$ cat src/rtl/ram_sp_param_if.sv
// Access bus for ram_sp_param: request, write data/lane mask, registered read data and status.
interface ram_sp_param_if #(
    parameter int DW = 16,
    parameter int AW = 6
) ();
    logic            ce;
    logic            enable;
    logic            r_w;
    logic [AW-1:0]   add;
    logic [DW-1:0]   data_in;
    logic [DW/8-1:0] byte_en;
    logic [DW-1:0]   data_out;
    logic            rd_valid;
    logic            busy;

    modport master (
        output ce, enable, r_w, add, data_in, byte_en,
        input  data_out, rd_valid, busy
    );

    modport slave (
        input  ce, enable, r_w, add, data_in, byte_en,
        output data_out, rd_valid, busy
    );
endinterface

$ cat src/rtl/ram_sp_param.sv
// Parametrised single-port RAM with byte-lane writes, read-valid strobe and post-reset clear sequencer.
// Define RAM_SP_OUTREG_EN to add a ce-gated output register stage (read latency 2).
module ram_sp_param #(
    parameter int            DW             = 16,
    parameter int            AW             = 6,
    parameter int            CLEAR_ON_RESET = 1,
    parameter logic [DW-1:0] CLEAR_VAL      = '0
) (
    input logic           clk,
    input logic           reset,
    ram_sp_param_if.slave bus
);
    localparam int DEPTH = 2 ** AW;
    localparam int NB    = DW / 8;

    typedef enum logic {
        ST_CLEAR,
        ST_IDLE
    } state_e;

    state_e        state_q;
    logic [AW-1:0] cnt_q;
    logic          busy_q;
    logic [DW-1:0] dout_q;
    logic          rvld_q;

    logic [DW-1:0] mem [DEPTH];

    logic [NB-1:0] lane_we_d;
    logic [AW-1:0] waddr_d;
    logic [DW-1:0] wdata_d;
    logic          rd_req_d;

    // The clear sequencer owns the write port while busy; external requests are dropped.
    always_comb begin
        lane_we_d = '0;
        waddr_d   = '0;
        wdata_d   = '0;
        rd_req_d  = 1'b0;
        if (bus.ce) begin
            if (state_q == ST_CLEAR) begin
                lane_we_d = '1;
                waddr_d   = cnt_q;
                wdata_d   = CLEAR_VAL;
            end else if (bus.enable) begin
                if (bus.r_w) begin
                    lane_we_d = bus.byte_en;
                    waddr_d   = bus.add;
                    wdata_d   = bus.data_in;
                end else begin
                    rd_req_d = 1'b1;
                end
            end
        end
    end

    always_ff @(posedge clk) begin
        for (int unsigned i = 0; i < NB; i++) begin
            if (lane_we_d[i]) begin
                mem[waddr_d][8*i +: 8] <= wdata_d[8*i +: 8];
            end
        end
    end

    always_ff @(posedge clk or posedge reset) begin
        if (reset) begin
            state_q <= (CLEAR_ON_RESET != 0) ? ST_CLEAR : ST_IDLE;
            cnt_q   <= '0;
            busy_q  <= (CLEAR_ON_RESET != 0);
            dout_q  <= '0;
            rvld_q  <= 1'b0;
        end else if (bus.ce) begin
            rvld_q <= rd_req_d;
            if (rd_req_d) begin
                dout_q <= mem[bus.add];
            end
            case (state_q)
                ST_CLEAR: begin
                    cnt_q <= cnt_q + 1'b1;
                    if (cnt_q == '1) begin
                        state_q <= ST_IDLE;
                        busy_q  <= 1'b0;
                    end
                end
                default: ;
            endcase
        end
    end

`ifdef RAM_SP_OUTREG_EN
    logic [DW-1:0] dout2_q;
    logic          rvld2_q;

    always_ff @(posedge clk or posedge reset) begin
        if (reset) begin
            dout2_q <= '0;
            rvld2_q <= 1'b0;
        end else if (bus.ce) begin
            dout2_q <= dout_q;
            rvld2_q <= rvld_q;
        end
    end

    assign bus.data_out = dout2_q;
    assign bus.rd_valid = rvld2_q;
`else
    assign bus.data_out = dout_q;
    assign bus.rd_valid = rvld_q;
`endif

    assign bus.busy = busy_q;
endmodule

$ cat src/flat_wrapper.sv
// flat-port wrapper written by rule: the top's interface ports become plain ports
module ram_sp_param_flat 
#(
    parameter int            DW             = 16,
    parameter int            AW             = 6,
    parameter int            CLEAR_ON_RESET = 1,
    parameter logic [DW-1:0] CLEAR_VAL      = '0
)
  (clk, reset, bus_ce, bus_enable, bus_r_w, bus_add, bus_data_in, bus_byte_en, bus_data_out, bus_rd_valid, bus_busy);
  ram_sp_param_if #(.DW(DW), .AW(AW)) bus_i ();
  input logic clk;
  input logic reset;
  input wire logic [$bits(bus_i.ce)-1:0] bus_ce;
  input wire logic [$bits(bus_i.enable)-1:0] bus_enable;
  input wire logic [$bits(bus_i.r_w)-1:0] bus_r_w;
  input wire logic [$bits(bus_i.add)-1:0] bus_add;
  input wire logic [$bits(bus_i.data_in)-1:0] bus_data_in;
  input wire logic [$bits(bus_i.byte_en)-1:0] bus_byte_en;
  output wire logic [$bits(bus_i.data_out)-1:0] bus_data_out;
  output wire logic [$bits(bus_i.rd_valid)-1:0] bus_rd_valid;
  output wire logic [$bits(bus_i.busy)-1:0] bus_busy;
  assign bus_i.ce = bus_ce;
  assign bus_i.enable = bus_enable;
  assign bus_i.r_w = bus_r_w;
  assign bus_i.add = bus_add;
  assign bus_i.data_in = bus_data_in;
  assign bus_i.byte_en = bus_byte_en;
  assign bus_data_out = bus_i.data_out;
  assign bus_rd_valid = bus_i.rd_valid;
  assign bus_busy = bus_i.busy;
  ram_sp_param #(.DW(DW), .AW(AW), .CLEAR_ON_RESET(CLEAR_ON_RESET), .CLEAR_VAL(CLEAR_VAL)) u_core (.clk(clk), .reset(reset), .bus(bus_i));
endmodule
$ cat config.mk
export PLATFORM = sky130hd
export DESIGN_NAME = ram_sp_param_flat
export DESIGN_NICKNAME = d
export VERILOG_FILES = /design/src/rtl/ram_sp_param_if.sv /design/src/rtl/ram_sp_param.sv /design/src/flat_wrapper.sv
export SDC_FILE = /design/constraint.sdc
export NUM_CORES = 1
export LEC_CHECK = 0
export ABC_AREA = 1
export BUFFER_PORTS_ARGS = -buffer_cell sky130_fd_sc_hd__buf_2
export CORE_ASPECT_RATIO = 0.7
export CORE_MARGIN = 2
export CORE_UTILIZATION = 37
export DETAILED_ROUTE_END_ITERATION = 7
export HOLD_SLACK_MARGIN = 0.15
export PLACE_DENSITY = 0.47
export SLEW_MARGIN = 0
export SYNTH_ARGS = -nofsm -noshare
export SYNTH_HDL_FRONTEND = slang
export SYNTH_SLANG_ARGS = --single-unit
$ cat constraint.sdc
create_clock -name clk -period 6.25 [get_ports clk]
set_clock_uncertainty 0.1 [all_clocks]
set_input_delay 0.625 -clock clk [delete_from_list [all_inputs] [get_ports clk]]
set_output_delay 0.625 -clock clk [all_outputs]
set_load 0.02 [all_outputs]
==> impl_metrics.py <==
metrics = {
    "power": {
        "vdd_ir_drop_max_v": 0.000263,
        "p_per_area_nw_per_um2": 305,
        "leakagePower_nw": 17.8,
    },
    "timing": {
        "fmax_mhz": 255,
        "whs_ns": 0.240,
        "fin_crit_ns": 3.91,
        "period_share": 0.626,
        "finalSetupViolCount": 0,
        "hold_violations": 0,
        "rsz0062_at_grt": "no",
        "tns_ns": 0,
        "finalMaxSlewViolations": 0,
        "slew_headroom": 0.156,
        "worst_slew_pin_slew_ns": 1.27,
    },
    "clock_tree": {
        "clk_pin_slew_ns": 0.06,
        "cts_resized": 0,
        "cts_tree": "yes",
        "root_buffer": "clkbuf_16",
        "clock_sinks": 1049,
        "clock_path_buffers": 3,
        "insertion_delay_ns": 0.71,
        "numCtsBuffers": 103,
        "htreeDepth": 3,
    },
    "worst_setup_path": {
        "crit_path_end_kind": "flip-flop",
        "crit_top_cell": "nor2_1",
        "slowest_delay_ns": 0.92,
        "start_kind": "flip-flop",
        "crit_chain": "nor2_1 -> inv_2 -> nor2_1 -> a21oi_4 -> nor2_2 -> nand2_1 -> nor2_1",
        "cp_top_family": "simple AND/OR/NAND/NOR gates",
        "worst-path-max-fanout": 13,
        "r2r-start": "u_core.state_q",
        "path_buf_inv": 1,
        "setup.worst_path.class": "reg -> reg",
        "worstPathArrival_ns": 4.13,
        "crit_start": "u_core.state_q",
        "slowest_stage": "nor2_1",
        "worst-endpoint-required_ns": 6.47,
    },
    "synthesis": {
        "yosysTopAreaCell": "edfxtp_1",
        "syn_area_sq_um": 42900,
        "synth_flop_cell": "edfxtp_1",
        "synth-async-reset-ratio": 0.0238,
        "synth.top_cell.area_share": 0.716,
        "synth_seq_cells": 1049,
        "synth.avg_cell_area_sq_um": 11.5,
        "yosys_warnings": 0,
        "synth_cells": 3738,
        "synthTopCellsByArea": "edfxtp_1 72%, nand2_1 11%, nand3_1 11%",
        "synth_nets": 3768,
        "synth_edf_count": 1024,
        "synth_cell_types": 26,
        "yosysSeqAreaShare": 0.731,
    },
    "drt": {
        "drc": 0,
        "wl_microns": 125000,
        "num_vias": 27600,
        "drt_iter0_markers": 2679,
        "viasPerCell": 5.18,
        "wire_per_inst_microns": 23.5,
        "postRouteAntennaNets": 0,
        "first_pass_iters": 6,
    },
    "die": {
        "dieArea_sq_um": 119000,
        "initial_core_util": 0.373,
        "die_y_microns": 289,
        "core_area_sq_um": 115000,
        "ioPinCount": 47,
        "die_w_microns": 411,
        "num_rows": 104,
    },
    "min_path": {
        "hold_path.class": "in -> reg",
        "holdCritStartpoint": "bus_ce",
    },
    "placed_design": {
        "port_buffers": 46,
        "postPlaceCellArea_sq_um": 44700,
        "place_congestion": 0.841,
        "dp_hpwl_microns": 73500,
        "place_inst": 5131,
    },
    "cells_and_area": {
        "area_growth_pct": 11.8,
        "most-common-layout-cells": "1297 x nand2_1, 1024 x edfxtp_1, 931 x nand3_1",
        "fin_cells": 5325,
        "seq_area_sq_um": 31400,
        "layout_commonest_cell": "nand2_1",
        "nNetsFinal": 3730,
        "fill_cells": 11000,
        "design_area_sq_um": 48000,
        "drive_gt1_frac": 0.0747,
        "multi_input_area_sq_um": 10600,
        "postLayoutCoreUtil": 0.417,
    },
    "global_route": {
        "use_met1": 0.321,
        "grt_pass1_vias": 26400,
        "grt_max_degree": 136,
        "met2_usage": 0.307,
        "grt_use_met3": 0.0440,
        "grt_overflow": 0,
        "antenna_found_initial": 2,
        "top_usage_layer": "met1",
        "grt_use_total": 0.209,
        "grt_pass1_wl_microns": 183000,
    },
    "flow_run": {
        "maxCapViolations": 0,
    },
    "run_status": {
        "outcome": "finished clean",
    },
}
## report_power, final
part           switching (mW)  internal (mW)
Sequential             0.0336           7.68
Combinational           0.625          0.186
Clock                    2.69           3.44
Total                    3.34           11.3
## layer usage
metal	up-vias	part of all wire	routed length (microns)
li1	13000	-	-
met1	13700	0.48	60600
met2	770	0.43	54100
met3	135	0.067	8370
met4	2	0.015	1900
met5	-	0.00065	81
## registers in the layout, summed over array words and instances (netlist names)
signal	cells
u_core.bus.data_out	16
u_core.bus.rd_valid	1
u_core.state_q	1
u_core.cnt_q	6
u_core.mem	1024
u_core.bus.busy	1
## area by class of cell
class / count / share of cell area
inverter: 41 / 0.00357
clock inverter: 54 / 0.00847
clock buffer: 138 / 0.0595
tap: 1537 / 0.0401
antenna: 1 / 0.0000521
multi-input combinational: 2411 / 0.220
timing repair buffer: 94 / 0.0147
sequential: 1049 / 0.654
## metrics by stage
| step | setup slack, ns | power, mW |
|---|---|---|
| CTS | 2.55 | 14.8 |
| global route | 2.25 | 15.1 |
| global placement | 2.05 | 8.68 |
| finish | 2.34 | 14.6 |
| detailed placement | 2.06 | 8.68 |
| floorplan | 2.76 | 8.32 |
## synthesized netlist by cell type (all sizes together), types with 2 or more instances
cell and number:
o21ai 3, inv 37, edfxtp 1024, a31oi 2, clkinv 4, dfrtp 24
nor3 2, buf 109, nor2 164, nand2 1297, xor2 3, nand3 931
a21boi 2, a22oi 3, clkbuf 128
## repair_timing
action,4_1_cts,5_1_grt
endpoints found under the hold margin,24,0
hold buffers,1,0
buffers inserted,0,0
## worst paths after layout
kind	endpoint	slack (ns)	cells past startpoint
setup / recovery	u_core.mem[9][6]	2.34	7
hold / removal	u_core.bus.rd_valid	0.24	4
setup reg to reg	u_core.mem[9][6]	2.34	7
hold reg to reg	u_core.bus.rd_valid	0.38	2
max in group asynchronous	u_core.bus.busy	5.18	4
min in group asynchronous	u_core.bus.data_out[13]	0.49	4
## cell families after synthesis
group	after synthesis	synth area share
and+or+nand+nor	2395	0.239
DFF	1049	0.731
buffers and inverters	278	0.0267
AOI/OAI and AO/OA	11	0.00198
xor gates and xnor gates	4	0.000816
adders and majority gates	1	0.000291
## worst register-to-register path, delay by kind of cell, from the launching register on
kind / cells / cell delay [ns]
buf+inv: 1 / 0.11
compound gates: 1 / 0.11
simple gates: 5 / 2.83
flops: 1 / 0.39
No activity file was read; power rests on OpenSTA's default activity.
